File: config.mk
export PLATFORM = sky130hd
export DESIGN_NAME = jk_driver
export DESIGN_NICKNAME = d
export VERILOG_FILES = /design/src/rtl/jk_driver_pkg.sv /design/src/rtl/jk_driver_excite.sv /design/src/rtl/jk_driver.sv
export SDC_FILE = /design/constraint.sdc
export NUM_CORES = 1
export LEC_CHECK = 0
export BUFFER_PORTS_ARGS = -buffer_cell sky130_fd_sc_hd__buf_2
export CELL_PAD_IN_SITES_DETAIL_PLACEMENT = 1
export CELL_PAD_IN_SITES_GLOBAL_PLACEMENT = 2
export CORE_AREA = 8 8 59 61
export DETAILED_ROUTE_END_ITERATION = 10
export DIE_AREA = 0 0 67 69
export MAX_ROUTING_LAYER = met4
export PLACE_DENSITY_LB_ADDON = 0.1
export SLEW_MARGIN = 20
export SYNTH_ARGS = -nofsm -noshare
export SYNTH_HDL_FRONTEND = slang
export SYNTH_HIERARCHICAL = 1
export SYNTH_SLANG_ARGS = --single-unit
File: constraint.sdc
create_clock -name clk -period 1.65 [get_ports clk]
set_input_delay 0.165 -clock clk [delete_from_list [all_inputs] [get_ports clk]]
set_output_delay 0.165 -clock clk [all_outputs]
set_load 0.05 [all_outputs]
File: src/rtl/jk_driver_pkg.sv
// Shared types and constants for the JK flip-flop bank driver.
// The excitation codes are packed as {j, k}.
package jk_driver_pkg;

    typedef enum logic [1:0] {
        IDLE  = 2'd0,
        DRIVE = 2'd1,
        CHECK = 2'd2
    } state_t;

    localparam logic [1:0] EXC_HOLD = 2'b00;
    localparam logic [1:0] EXC_SET  = 2'b10;
    localparam logic [1:0] EXC_RST  = 2'b01;
    localparam logic [1:0] EXC_TGL  = 2'b11;

endpackage

File: src/rtl/jk_driver_excite.sv
// Per-bit JK excitation: chooses j/k that move q towards tgt when drive is high.
// Optional macro JK_DRIVER_TOGGLE_EN: use toggle (j=k=1) on mismatching bits
// instead of the set/reset encoding.
import jk_driver_pkg::*;

module jk_excite (
    input  logic tgt,
    input  logic q,
    input  logic drive,
    output logic j,
    output logic k
);

    logic [1:0] exc_s;

    // Select the excitation code for this bit from target and current q.
    always_comb begin
        exc_s = EXC_HOLD;
        if (drive) begin
`ifdef JK_DRIVER_TOGGLE_EN
            if (tgt != q) begin
                exc_s = EXC_TGL;
            end else begin
                exc_s = EXC_HOLD;
            end
`else
            case ({tgt, q})
                2'b10:   exc_s = EXC_SET;
                2'b01:   exc_s = EXC_RST;
                default: exc_s = EXC_HOLD;
            endcase
`endif
        end else begin
            exc_s = EXC_HOLD;
        end
    end

    assign j = exc_s[1];
    assign k = exc_s[0];

endmodule

File: src/rtl/jk_driver.sv
// Drives an external bank of JK flip-flops to a requested state, checks the
// fed-back q values, and retries up to RETRY_MAX times before flagging err.
// j/k are registered: they are computed on the edge entering DRIVE from the
// q_fb seen then, which is stable because the bank is held (j=k=0) outside DRIVE.
// Optional macro JK_DRIVER_TOGGLE_EN selects toggle excitation (see jk_excite).
import jk_driver_pkg::*;

module jk_driver #(
    parameter int WIDTH     = 4,
    parameter int RETRY_MAX = 3
) (
    input  logic             clk,
    input  logic             reset,
    input  logic             req_valid,
    output logic             req_ready,
    input  logic [WIDTH-1:0] req_target,
    input  logic [WIDTH-1:0] q_fb,
    output logic [WIDTH-1:0] j,
    output logic [WIDTH-1:0] k,
    output logic             done,
    output logic             err
);

    // RETRY_MAX = 0 still needs a 1-bit counter to keep the logic well formed.
    localparam int CNT_W = (RETRY_MAX > 0) ? $clog2(RETRY_MAX + 1) : 1;
    localparam logic [CNT_W-1:0] RETRY_LIM = CNT_W'(RETRY_MAX);

    state_t           state_r;
    logic [WIDTH-1:0] tgt_r;
    logic [CNT_W-1:0] retry_cnt_r;
    logic [WIDTH-1:0] j_r;
    logic [WIDTH-1:0] k_r;
    logic             done_r;
    logic             err_r;

    logic [WIDTH-1:0] tgt_nx_s;
    logic             drive_nx_s;
    logic [WIDTH-1:0] j_s;
    logic [WIDTH-1:0] k_s;

    // Decide whether the next cycle is DRIVE and which target it will use.
    always_comb begin
        tgt_nx_s   = tgt_r;
        drive_nx_s = 1'b0;
        case (state_r)
            IDLE: begin
                if (req_valid) begin
                    tgt_nx_s   = req_target;
                    drive_nx_s = 1'b1;
                end else begin
                    drive_nx_s = 1'b0;
                end
            end
            CHECK: begin
                if ((q_fb != tgt_r) && (retry_cnt_r < RETRY_LIM)) begin
                    drive_nx_s = 1'b1;
                end else begin
                    drive_nx_s = 1'b0;
                end
            end
            default: drive_nx_s = 1'b0;
        endcase
    end

    genvar gi;
    generate
        for (gi = 0; gi < WIDTH; gi++) begin : g_exc
            jk_excite u_exc (
                .tgt   (tgt_nx_s[gi]),
                .q     (q_fb[gi]),
                .drive (drive_nx_s),
                .j     (j_s[gi]),
                .k     (k_s[gi])
            );
        end
    endgenerate

    // Request/drive/check sequencer with registered excitation and status pulses.
    always_ff @(posedge clk or posedge reset) begin
        if (reset) begin
            state_r     <= IDLE;
            tgt_r       <= '0;
            retry_cnt_r <= '0;
            j_r         <= '0;
            k_r         <= '0;
            done_r      <= 1'b0;
            err_r       <= 1'b0;
        end else begin
            done_r <= 1'b0;
            err_r  <= 1'b0;
            j_r    <= j_s;
            k_r    <= k_s;
            case (state_r)
                IDLE: begin
                    if (req_valid) begin
                        tgt_r       <= req_target;
                        retry_cnt_r <= '0;
                        state_r     <= DRIVE;
                    end
                end
                DRIVE: begin
                    state_r <= CHECK;
                end
                CHECK: begin
                    if (q_fb == tgt_r) begin
                        state_r <= IDLE;
                        done_r  <= 1'b1;
                    end else if (retry_cnt_r < RETRY_LIM) begin
                        retry_cnt_r <= retry_cnt_r + CNT_W'(1);
                        state_r     <= DRIVE;
                    end else begin
                        state_r <= IDLE;
                        err_r   <= 1'b1;
                    end
                end
                default: begin
                    state_r <= IDLE;
                end
            endcase
        end
    end

    assign req_ready = (state_r == IDLE) && !reset;
    assign j         = j_r;
    assign k         = k_r;
    assign done      = done_r;
    assign err       = err_r;

endmodule
* Yosys cells after proc, flatten, opt, wreduce, memory -nomap -nowiden *
Cells that the tools add are included.

storage, ports and cells
  bits in registers = 18
  word-level logic and storage cells = 56

operators by class
  add/subtract/negate cells = 1
  $lt $le $gt $ge = 1
  equality and inequality tests = 15
  muxes and demuxes = 26
  reduce and logical (&&, ||, !) cells = 6

operators by type and width
  operator                                        number
  case mux 2 bit (2 select lines)                 5
  2-to-1 mux 2 bit                                8
  == test 2 x 1 -> 1 bit (second input constant)  5
  == test 2 bit (second input constant)           5
  2-to-1 mux 1 bit                                9
  2-to-1 mux 4 bit                                2
  != test 2 bit (second input constant)           3
  case mux 2 bit (3 select lines)                 1
  == test 4 bit                                   1
  != test 4 bit                                   1
  AND reduction 4 bit                             1
  adder 2 x 1 -> 2 bit (second input constant)    1
  logical AND 1 bit                               2
  logical NOT 2 bit                               1
  < comparator 2 bit (second input constant)      1
  case mux 1 bit (2 select lines)                 1
  nonzero test 2 bit                              1
  logical NOT 1 bit                               1

* Longest topological paths before layout *
  word-level depth = 5
  mapped depth = 5

* Cells and area by module *
Netlist, hierarchy kept.

by module, submodules not included
  module     times used  cells each  area an instance (µm²)  seq. area each (µm²)
  jk_driver  1           47          724.4                   450.4
  jk_excite  4           2           17.5                    0.0

* Worst setup path after synthesis *
OpenSTA, ideal clock, no wires.

  path type = reg2out
  start = register state_r[1]
  end = output req_ready
  arrival = 1.534 ns
  required time = 1.485 ns
  slack = -0.049 ns
  cell stages (with the launch flop) = 2
  path buffers = 0
  cells stage by stage = dfrtp_1 > nor3_1

between the ends
  longest elaborated chain between the ends = 2

RTL lines
  element                 RTL line          source
  start, declared         jk_driver.sv:28   state_t state_r;
  start signal, assigned  jk_driver.sv:81   state_r <= IDLE;
  start signal, assigned  jk_driver.sv:98   state_r <= DRIVE;
  start signal, assigned  jk_driver.sv:102  state_r <= CHECK;
  logical NOT 2 bit       jk_driver.sv:123  assign req_ready = (state_r == IDLE) && !reset;
  logical AND 1 bit       jk_driver.sv:123
  end, declared           jk_driver.sv:15   output logic req_ready,

No other way between the ends.

* Worst setup path after layout *
Same ends and word-level chain as after synthesis.

==> metrics <==
status=finished, final reports clean; Synth cell types=19; Post-synth EDFFs=0; multi-input logic area=338 um2; Peak Freq=685 MHz; Worst R2R Setup Slack=210 ps; most numerous cell in the Yosys netlist=dfrtp_1; Worst path top cell family by delay=buffers and inverters; largest cells by area after synthesis=dfrtp_1 (57%), and3b_1 (8.8%), xnor2_2 (8.2%); syn nets=67; die area=0.00462 mm2; slowest stage cell, crit path=dfrtp_1; cells along the critical path=buf_4 > nor3_2 > buf_2; antenna-violating nets left=0; worst r2r src=retry_cnt_r[1]; Chip Height=69 um; clock slew at reported path FFs=100 ps; Clock Path Buffers=2; RSZ-0062 raised after global routing=no; Port Buffer Count=21; hold_sp=req_target[3]; Starting Density=0.304; Worst Max-Slew Pin Slew=357 ps; clk_lat worst skew=290 ps; worst hold path class=input port to flip-flop; residual DRC count=0; P&R area growth vs syn=25.7%; dominant cell type by area after synthesis=dfrtp_1; DR pass1 iterations=3; Max-Cap Viols=0; setup bufs post-CTS=0; number of I/O pins=22; part of the Yosys area used for sequential elements=0.567; CTS tree=built; setup violators final=0; antenna violations before repair=0; part of the power in registers=0.386; WHS Path Cells=2; Resize count post-CTS=0; VDD IR max=0.000765 V; number of hold buffers added after CTS=1; gr usage total=0.0826; number of global-route vias before repair=599; vias=527; worst path bufs/invs=2; Yosys top cell area share=0.567; FF+latch count, synth=18; power per cell area=1750 mW/mm2; CP Capture Type=primary output; Core Box Area=0.00262 mm2; Switching Fraction=0.427; Slew Limit Fails=0; filler instances=303; vias per cell=4.62; relative slew slack=0.761; starting DRC count in detailed routing=12; nets=97; leakage=0.535 nW; gpl congestion=0.693; Mean Syn Cell Area=14.4 um2; Hold Vio Cnt, Final=0; Internal Pwr Total=1.00 mW; Final period util=0.885; largest net degree at the start of global routing=19; Crit Path Max Fanout=7; gr ovfl total=0; Num CTS Buffers=3; setup tns final=0 ps; first-pass GRT wire length=2850 um; Post-Route WL=1610 um; post-synthesis cell area=795 um2; fin crit period=1460 ps; post-DP HPWL=1230 um; routed len/inst=14.1 um; WS Path Type=flip-flop to primary output; CTS Root Cell=clkbuf_4; Hold Path End=tgt_r[3]; Critical path origin=state_r[1]; CP Launch Type=flip-flop; # rows=19; FF-to-FF End=k[0]; ys flop type=dfrtp_1; register area=450 um2; sw power=0.747 mW; die extent in x=67 um; critical path arrival=1300 ps; clk_skew=3.65 ps; Async SR Flop Fraction=1.00; Ys Warns=6; Syn Inst Count=55; clk sinks=18; crit-path max cell delay=400 ps; Worst Path Required=1480 ps; share of cells above drive strength 1=0.446; Worst Reg-to-Reg Cells=5; clock network fraction of design power=0.125; final hold slack=127 ps; list of most frequent post-synthesis cells=dfrtp_1 (18), and3b_1 (8), mux2_1 (4), xnor2_2 (4); logic gate share of total power=0.489; diodes inserted=0; H-tree depth=1
## stage by stage
step | power (mW) | area (um2) | util | setup WS [ps] | cells
detailed placement | 1.56 | 966 | 0.369 | 199 | 110
global route | 1.88 | 998 | 0.382 | 102 | 114
CTS | 1.79 | 998 | 0.382 | 179 | 114
finish | 1.75 | 998 | 0.382 | 189 | 114
floorplan | 1.34 | 800 | - | 257 | 55
global placement | 1.55 | 966 | 0.369 | 202 | 110
## layout by cell type, fill, tap and decap left out, drive strengths merged, types with 2 or more instances in the layout
cell,Yosys,layout
inv,3,3
dfrtp,18,18
nor3b,2,2
o21a,2,2
mux2,4,4
nand2b,3,3
nand3,2,2
and3b,8,8
o21ai,2,2
xnor2,4,4
clkbuf,0,3
buf,0,24
## registers in the layout, summed over array words and instances (netlist names)
signal and cells:
done 1, err 1, j 4, k 4, retry_cnt_r 2, state_r 2
tgt_r 4
## power by group through the flow
stage	combinational, mW	clock (mW)	sequential [mW]
final	0.856	0.218	0.675
after global routing	0.931	0.255	0.693
after CTS	0.874	0.236	0.676
after detailed placement	0.870	0	0.687
after global placement	0.868	0	0.678
after floorplan	0.447	0	0.891
## cell type report
| class | instances | area share |
|---|---|---|
| Sequential cell | 18 | 0.451 |
| Tap cell | 31 | 0.0388 |
| Timing Repair Buffer | 25 | 0.138 |
| Inverter | 3 | 0.0113 |
| Clock buffer | 3 | 0.0226 |
| Multi-Input combinational cell | 34 | 0.338 |
## cell families after synthesis
kind of cell | share of synthesized area
flops | 0.567
mux | 0.0567
compound gates | 0.0567
buf+inv | 0.0142
simple gates | 0.208
xor+xnor | 0.0819
fa+ha+maj | 0.0157
## worst reg2reg max path, stage by stage, from the launching register on
cell and delay, ps:
dfrtp_1 420, ha_1 210, nand2b_1 140, a21oi_1 200, o21a_4 230, and3b_1 180
## worst max path at each step
stage / endpoint / slack [ps] / depth (start not counted)
2_1_floorplan: j[0] / 260 / 3
4_1_cts: req_ready / 180 / 3
3_5_place_dp: j[3] / 200 / 3
3_3_place_gp: j[0] / 200 / 3
6_report: req_ready / 190 / 3
5_1_grt: req_ready / 100 / 3
## per-layer routing
layer,global-route usage,wire length (um)
met1,0.0963,726
met2,0.119,720
met3,0.0275,116
met4,0.0488,41
met5,-,0
(Power assumes the default switching activity.)
